[config.mk]
export PLATFORM = sky130hd
export DESIGN_NAME = uart_rx_sampler
export DESIGN_NICKNAME = d
export VERILOG_FILES = /design/src/rtl/uart_pkg.sv /design/src/rtl/uart_baud_tick.sv /design/src/rtl/uart_rx_sampler.sv
export SDC_FILE = /design/constraint.sdc
export NUM_CORES = 1
export LEC_CHECK = 0
export CORE_ASPECT_RATIO = 0.6
export CORE_MARGIN = 2
export CORE_UTILIZATION = 57
export DETAILED_ROUTE_END_ITERATION = 6
export PLACE_DENSITY = 0.78
export SKIP_CTS_REPAIR_TIMING = 1
export SYNTH_ARGS = -nofsm -noshare
export SYNTH_HDL_FRONTEND = slang
export SYNTH_SLANG_ARGS = --single-unit
[constraint.sdc]
create_clock -name clk_50mhz -period 2.25 [get_ports clk_50mhz]
set_input_delay 0.5625 -clock clk_50mhz [delete_from_list [all_inputs] [get_ports clk_50mhz]]
set_output_delay 0.5625 -clock clk_50mhz [all_outputs]
set_load 0.1 [all_outputs]
[src/rtl/uart_pkg.sv]
// uart_pkg: shared defaults, receiver state codes and the
// rounded baud divider helper for the UART datapath.
package uart_pkg;

    localparam int UART_CLK_HZ     = 50_000_000;
    localparam int UART_BAUD       = 115_200;
    localparam int UART_OVERSAMPLE = 16;

    typedef logic [2:0] rx_state_t;

    localparam rx_state_t ST_IDLE   = 3'd0;
    localparam rx_state_t ST_START  = 3'd1;
    localparam rx_state_t ST_DATA   = 3'd2;
    localparam rx_state_t ST_PARITY = 3'd3;
    localparam rx_state_t ST_STOP   = 3'd4;
    localparam rx_state_t ST_BREAK  = 3'd5;

    // Clocks per sample tick, rounded to nearest.
    function automatic int calc_tick_div(
        input int clk_hz,
        input int baud,
        input int os
    );
        int den;
        den = baud * os;
        return (clk_hz + den / 2) / den;
    endfunction

endpackage

[src/rtl/uart_baud_tick.sv]
// uart_baud_tick: free-running sample tick divider with a
// synchronous clear and an enable; shared by RX and future TX.
module uart_baud_tick
    import uart_pkg::*;
#(
    parameter int DIV = calc_tick_div(
        UART_CLK_HZ, UART_BAUD, UART_OVERSAMPLE)
) (
    input  logic clk,
    input  logic rst_n,
    input  logic clr,
    input  logic en,
    output logic tick
);

    localparam int CW = (DIV > 1) ? $clog2(DIV) : 1;
    localparam logic [CW-1:0] LAST = CW'(DIV - 1);

    logic [CW-1:0] cnt_q;
    logic [CW-1:0] cnt_d;

    always_comb begin
        cnt_d = cnt_q;
        tick  = 1'b0;
        if (clr) begin
            cnt_d = '0;
        end else if (en) begin
            if (cnt_q == LAST) begin
                cnt_d = '0;
                tick  = 1'b1;
            end else begin
                cnt_d = cnt_q + 1'b1;
            end
        end
    end

    always_ff @(posedge clk or negedge rst_n) begin
        if (!rst_n) begin
            cnt_q <= '0;
        end else begin
            cnt_q <= cnt_d;
        end
    end

endmodule

[src/rtl/uart_rx_sampler.sv]
// uart_rx_sampler: oversampled UART byte receiver, 3-sample vote.
// Define UART_RX_PARITY_EN for an even-parity bit (8E1 frames).
module uart_rx_sampler
    import uart_pkg::*;
#(
    parameter int CLK_HZ     = UART_CLK_HZ,
    parameter int BAUD       = UART_BAUD,
    parameter int OVERSAMPLE = UART_OVERSAMPLE,
    parameter int TICK_DIV   = calc_tick_div(
        CLK_HZ, BAUD, OVERSAMPLE)
) (
    input  logic       clk_50mhz,
    input  logic       rstn,
    input  logic       rx,
    output logic [7:0] data,
    output logic       valid,
    output logic       frame_err,
    output logic       busy
);

    localparam int SW = $clog2(OVERSAMPLE);

    localparam logic [SW-1:0] V0_IDX =
        SW'(OVERSAMPLE / 2 - 1);
    localparam logic [SW-1:0] V1_IDX =
        SW'(OVERSAMPLE / 2);
    localparam logic [SW-1:0] V2_IDX =
        SW'(OVERSAMPLE / 2 + 1);
    localparam logic [SW-1:0] LAST_IDX =
        SW'(OVERSAMPLE - 1);

    logic            rx_meta_q, rx_meta_d;
    logic            rx_s_q, rx_s_d;
    rx_state_t       state_q, state_d;
    logic [SW-1:0]   samp_q, samp_d;
    logic [2:0]      bit_q, bit_d;
    logic [1:0]      vote_q, vote_d;
    logic [7:0]      shift_q, shift_d;
    logic [7:0]      data_q, data_d;
    logic            valid_q, valid_d;
    logic            ferr_q, ferr_d;
`ifdef UART_RX_PARITY_EN
    logic            par_ok_q, par_ok_d;
`endif

    logic tick;
    logic tick_clr;
    logic mid_tick;
    logic bit_v;
    logic stop_ok;

    // Divider sits at zero while idle so the sample phase
    // is referenced to the detected falling edge.
    assign tick_clr = (state_q == ST_IDLE);

    uart_baud_tick #(
        .DIV   (TICK_DIV)
    ) u_tick (
        .clk   (clk_50mhz),
        .rst_n (rstn),
        .clr   (tick_clr),
        .en    (!tick_clr),
        .tick  (tick)
    );

    assign mid_tick = tick && (samp_q == V2_IDX);
    assign bit_v    = (vote_q[0] & vote_q[1])
                    | (vote_q[0] & rx_s_q)
                    | (vote_q[1] & rx_s_q);

    always_comb begin
        rx_meta_d = rx;
        rx_s_d    = rx_meta_q;
    end

    always_comb begin
        state_d = state_q;
        samp_d  = samp_q;
        bit_d   = bit_q;
        vote_d  = vote_q;
        shift_d = shift_q;
        data_d  = data_q;
        valid_d = 1'b0;
        ferr_d  = 1'b0;
`ifdef UART_RX_PARITY_EN
        par_ok_d = par_ok_q;
        stop_ok  = bit_v & par_ok_q;
`else
        stop_ok  = bit_v;
`endif

        if (tick) begin
            samp_d = samp_q + 1'b1;
            if (samp_q == V0_IDX) vote_d[0] = rx_s_q;
            if (samp_q == V1_IDX) vote_d[1] = rx_s_q;
        end

        unique case (state_q)
            ST_IDLE: begin
                samp_d = '0;
                bit_d  = '0;
                if (!rx_s_q) state_d = ST_START;
            end
            ST_START: begin
                if (mid_tick) begin
                    bit_d   = '0;
                    state_d = bit_v ? ST_IDLE : ST_DATA;
                end
            end
            ST_DATA: begin
                if (mid_tick) begin
                    shift_d = {bit_v, shift_q[7:1]};
                    bit_d   = bit_q + 1'b1;
                    if (bit_q == 3'd7) begin
`ifdef UART_RX_PARITY_EN
                        state_d = ST_PARITY;
`else
                        state_d = ST_STOP;
`endif
                    end
                end
            end
`ifdef UART_RX_PARITY_EN
            ST_PARITY: begin
                if (mid_tick) begin
                    par_ok_d = ~(^shift_q ^ bit_v);
                    state_d  = ST_STOP;
                end
            end
`endif
            ST_STOP: begin
                // Leave at mid-stop so a back-to-back start
                // edge is seen by IDLE.
                if (mid_tick) begin
                    if (stop_ok) begin
                        data_d  = shift_q;
                        valid_d = 1'b1;
                    end else begin
                        ferr_d  = 1'b1;
                    end
                    if (bit_v) begin
                        state_d = ST_IDLE;
                    end else begin
                        state_d = ST_BREAK;
                        samp_d  = '0;
                    end
                end
            end
            ST_BREAK: begin
                // samp counts consecutive high ticks here.
                if (tick) begin
                    if (!rx_s_q) begin
                        samp_d = '0;
                    end else if (samp_q == LAST_IDX) begin
                        state_d = ST_IDLE;
                    end
                end
            end
            default: begin
                state_d = ST_IDLE;
            end
        endcase
    end

    always_ff @(posedge clk_50mhz or negedge rstn) begin
        if (!rstn) begin
            rx_meta_q <= 1'b1;
            rx_s_q    <= 1'b1;
            state_q   <= ST_IDLE;
            samp_q    <= '0;
            bit_q     <= '0;
            vote_q    <= '0;
            shift_q   <= '0;
            data_q    <= '0;
            valid_q   <= 1'b0;
            ferr_q    <= 1'b0;
        end else begin
            rx_meta_q <= rx_meta_d;
            rx_s_q    <= rx_s_d;
            state_q   <= state_d;
            samp_q    <= samp_d;
            bit_q     <= bit_d;
            vote_q    <= vote_d;
            shift_q   <= shift_d;
            data_q    <= data_d;
            valid_q   <= valid_d;
            ferr_q    <= ferr_d;
        end
    end

`ifdef UART_RX_PARITY_EN
    always_ff @(posedge clk_50mhz or negedge rstn) begin
        if (!rstn) begin
            par_ok_q <= 1'b0;
        end else begin
            par_ok_q <= par_ok_d;
        end
    end
`endif

    assign data      = data_q;
    assign valid     = valid_q;
    assign frame_err = ferr_q;
    assign busy      = (state_q != ST_IDLE);

endmodule

Word-level counts from Yosys, hierarchy flattened. Index checks and enable logic that the tools add are counted.

Flip-flop bits (word level): 37. Bits of input ports: 3.

Add/sub/neg operators: 3. Equality and inequality tests: 18. Muxes and demuxes: 30. Bitwise operators: 5. Reductions and logical operators: 10.

Operators with widths (count): 2-to-1 mux 3 bit (11); 2-to-1 mux 4 bit (5); != test 2 bit (second input constant) (8); one-hot mux 3 bit (5 select lines) (1); equality test 4 bit (second input constant) (3); one-hot mux 4 bit (3 select lines) (1); 2-to-1 mux 5 bit (2); equality test 3 bit (second input constant) (3); one-hot mux 3 bit (3 select lines) (1); 2-to-1 mux 1 bit (8); AND reduction 8 bit (1); AND reduction 2 bit (3); AND reduction 3 bit (2); nonzero test 3 bit (2); adder 5 x 1 -> 5 bit (second input constant) (1); equality test 5 bit (second input constant) (1); adder 4 x 1 -> 4 bit (second input constant) (1); equality test 4 x 3 -> 1 bit (second input constant) (1); adder 3 x 1 -> 3 bit (second input constant) (1); AND 1 bit (3); equality test 3 x 1 -> 1 bit (second input constant) (1); equality test 3 x 2 -> 1 bit (second input constant) (1); logical NOT 3 bit (1); 2-to-1 mux 2 bit (1); other kinds (2) (3).

Depth between registers and ports, before layout.
Depth after elaboration: 7. Gate-level depth with buffers: 7.

By module. From an unflattened synthesis, not the netlist that was laid out.

Cell total of the unflattened synthesis: 150. Area, all modules: 1830.5 um^2.

By module, submodules not included: uart_rx_sampler (instances 1, cells each 118, area each 1512.7 um^2); uart_baud_tick (instances 1, cells each 32, area each 317.8 um^2).

Least setup slack after synthesis. No wires, ideal clock.

Path type: register -> register. Start: register u_tick.cnt_q[0]. End: register shift_q[0]. Setup time: 0.128 ns. Arrival time: 1.724 ns. Slack: 0.399 ns. Cell stages (with the launch flop): 8. Buffers on the path: 1. Cells stage by stage: dfrtp_1 inv_1 ha_1 nand4b_4 or2_4 nor3_2 buf_4 mux2_1.

Longest elaborated chain between the ends: 5.

RTL lines: from (decl) (RTL line uart_baud_tick.sv:19) `logic [CW-1:0] cnt_q;`; from (signal assigned) (RTL line uart_baud_tick.sv:41) `cnt_q <= cnt_d;`; equality test 5 bit (RTL line uart_baud_tick.sv:28) `if (cnt_q == LAST) begin`; 2-to-1 mux 1 bit (RTL line uart_baud_tick.sv:28); 2-to-1 mux 1 bit (RTL line uart_baud_tick.sv:25) `if (clr) begin`; logical AND 1 bit (RTL line uart_rx_sampler.sv:66) `assign mid_tick = tick && (samp_q == V2_IDX);`; AND reduction 2 bit (no line); to (signal assigned) (RTL line uart_rx_sampler.sv:184) `shift_q <= shift_d;`; to (decl) (RTL line uart_rx_sampler.sv:38) `logic [7:0] shift_q, shift_d;`.

Every way passes these cells. A chain may end at the register's enable or synchronous reset.

Worst setup path after layout.
Start: register state_q[0]. End: output busy.

Longest elaborated chain between the ends: 1.

RTL lines: from (decl) (RTL line uart_rx_sampler.sv:34) `rx_state_t state_q, state_d;`; from (signal assigned) (RTL line uart_rx_sampler.sv:180) `state_q <= state_d;`; nonzero test 3 bit (RTL line uart_rx_sampler.sv:204) `assign busy = (state_q != ST_IDLE);`; to (decl) (RTL line uart_rx_sampler.sv:18) `output logic busy`.

Every way passes these cells.

==> out/summary.txt <==
Chip Width: 76.4 um
Post-synth ARST share: 100%
Crit-path slowest cell: dfrtp_1
root buf cell: clkbuf_8
final hold vios: 0
CTS sink count: 37
CTS tree: done
largest net degree at the start of global routing: 38
Combinational Power Share: 1.4%
Static Leak: 1.02 nW
Port Buffers: 13
Residual DRC: 0
RSZ-0062 raised after global routing: false
Via density: 5.71
crit path time final: 2.16 ns
Post-synth EDFFs: 0
Final Non-Filler Cells: 217
CP delay by family, top: flip-flops
skew final: 0.00622 ns
Num CTS Buffers: 5
Routed WL: 3.43 mm
ant diodes: 0
GR Overflow Total: 0
Mapped Nets: 165
adder-cell share of the synthesized area: 5.52%
Worst-Margin Slew: 0.484 ns
Yosys top cell area share: 48.9%
Syn Inst Count: 155
cell area after synthesis: 1790 um^2
critical path depth: 2
largest family of logic cells by synthesized area: simple AND/OR/NAND/NOR gates
MaxCap Viol Count: 0
fmax: 463 MHz
Pint: 0.00103 W
Core ar.: 2930 um^2
initial drt markers: 96
Synth Area per Inst: 11.6 um^2
multiplexer share of the synthesized area: 13.8%
synth unique cells: 44
layout cells sized above 1: 26.3%
Setup-failing EPs final: 0
vias post-DR: 1,238
Worst Hold Class: flip-flop to flip-flop
power consumption: 0.00128 W
crit end category: primary output
CP bufs+invs: 1
vias in the first global route: 1,223
gr usage total: 22.4%
status: finished clean
cells on worst reg2reg path: 7
Ys Warns: 0
pwr/cell area: 613 nW/um^2
Die Area: 3620 um^2
Final Slew Violations: 0
worst skew pair latency: 0.29 ns
antenna violations before repair: 0
Final #Nets: 184
Die Height: 47.4 um
GPL Wtd Cong: 0.850
Starting Density: 61.2%
first-pass GRT wire length: 5.84 mm
final worst path period share: 96.0%
worst hold path cell count: 0
post-placement cell count: 209
sequential power share: 52.6%
Critical Path RT: 1.69 ns
first-pass detailed-route iteration total: 4
Rel. slew slack: 66.9%
post-synthesis simple-gate area fraction: 15.9%
Synth area leaders: dfrtp_1 (49%), mux2_2 (8.8%), ha_1 (4.9%), mux2_1 (4.4%), dfstp_2 (2.9%)
Clk network pwr share: 46.1%
dominant cell type by area after synthesis: dfrtp_1
Compound-Gate Fraction of Synth Area: 8.60%
Core Rows: 15
WP data arrival: 1.60 ns
CTS max path bufs: 2
CP max stage delay: 0.55 ns
CP Max Fanout: 15
Core Util, Final: 71.0%
post-synthesis register bit count: 37
I/O pin count: 14
critical path type: flip-flop to primary output
clk slew on worst S/H paths: 0.07 ns
sequential area share after synthesis: 51.9%
crit path launch type: flip-flop
Reg2Reg Setup Slack: 0.29 ns
Synth-to-Final Area Change: 16.1%
Peak VDD IR: 0.480 mV
wire per inst: 15.8 um
Post-synth top flop: dfrtp_1
Antenna Nets Post-Route: 0
Detailed Place HPWL: 2.46 mm
P_sw: 0.000242 W
Post-Synth XOR/XNOR Area: 1.96%
setup total negative slack: 0 ns
Net Sw Frac: 19.0%
htree depth: 2
worst path cell trace: or3_1 > buf_12
-- per-layer routing --
metal  track usage (%)  wire (um)
met3              6.42        191
met2              36.6       1590
met4              13.1         85
met1              28.3       1560
met5                 0          0
-- registers in the layout (all words and copies together) (netlist names) --
| register | count |
|---|---|
| rx_s_q | 1 |
| vote_q | 2 |
| data | 8 |
| state_q | 3 |
| rx_meta_q | 1 |
| u_tick.cnt_q | 5 |
| shift_q | 8 |
| samp_q | 4 |
| valid | 1 |
| bit_q | 3 |
| frame_err | 1 |
-- stage by stage --
stage          setup slack (ns)  cell area, um^2  hold slack (ns)
2_1_floorplan             0.399             1790            0.267
3_3_place_gp              0.364             1960            0.350
3_5_place_dp              0.290             1960            0.348
4_1_cts                  0.0979             2080            0.356
5_1_grt                  0.0256             2080            0.360
6_report                 0.0908             2080            0.359
-- synthesized netlist by cell type, types with 2 or more instances --
cell type	instances
a21oi_1	7
dfstp_2	2
mux2_1	7
xor2_1	2
dfrtp_1	35
nand2_1	8
nand3_1	6
inv_1	5
nor3_1	4
xnor2_1	2
clkbuf_1	2
nand2b_1	5
nor2_1	14
o21ai_0	2
buf_2	2
nor2b_1	3
a22o_1	2
mux2_2	14
ha_1	7
o21ai_1	2
-- cell families after synthesis --
logic type	Yosys count
and+or+nand+nor	51
DFF	37
AOI/OAI and AO/OA	23
muxes	22
buffers and inverters	10
adders and majority gates	8
xor gates and xnor gates	4
-- worst register-to-register path, cell delays in order, from the launching register on --
cell      delay (ns)
dfrtp_1         0.41
inv_1           0.07
ha_1            0.18
nand4b_4        0.15
or2_4           0.31
nor3_2          0.16
buf_4           0.21
mux2_2          0.35
-- cells in the final DEF (no fill, tap or decap), types with 3 or more instances in the layout --
cell | synthesis | layout
nand2b_1 | 5 | 5
nor2_1 | 14 | 14
inv_1 | 5 | 5
nor3_1 | 4 | 4
ha_1 | 7 | 7
dfrtp_1 | 35 | 35
buf_4 | 1 | 14
mux2_2 | 14 | 14
mux2_1 | 7 | 7
a21oi_1 | 7 | 7
nand2_1 | 8 | 8
nand3_1 | 6 | 6
nor2b_1 | 3 | 3
clkbuf_8 | 0 | 6
-- power groups by stage --
stage | sequential (W) | clock (W) | combinational, W
floorplan | 0.000682 | 0 | 0.000000736
global placement | 0.000683 | 0 | 0.0000182
detailed placement | 0.000683 | 0 | 0.0000187
CTS | 0.000670 | 0.000603 | 0.0000186
global route | 0.000670 | 0.000633 | 0.0000208
finish | 0.000670 | 0.000588 | 0.0000176
-- final timing paths --
kind	from	to
worst max-delay path	state_q[0]	busy
worst min-delay path	rx_meta_q	rx_s_q
worst max register to register	u_tick.cnt_q[0]	shift_q[7]
worst min register to register	rx_meta_q	rx_s_q
max in group asynchronous	rstn	rx_meta_q
min in group asynchronous	rstn	vote_q[0]
-- area by class of cell --
class | instances | area (um^2)
Multi-Input combinational cell | 108 | 818
Clock inverter | 1 | 30.0
Sequential cell | 37 | 928
Fill cell | 223 | 848
Clock buffer | 7 | 86.3
Timing Repair Buffer | 17 | 145
Tap cell | 42 | 52.6
Inverter | 5 | 18.8
(Power assumes the default switching activity.)
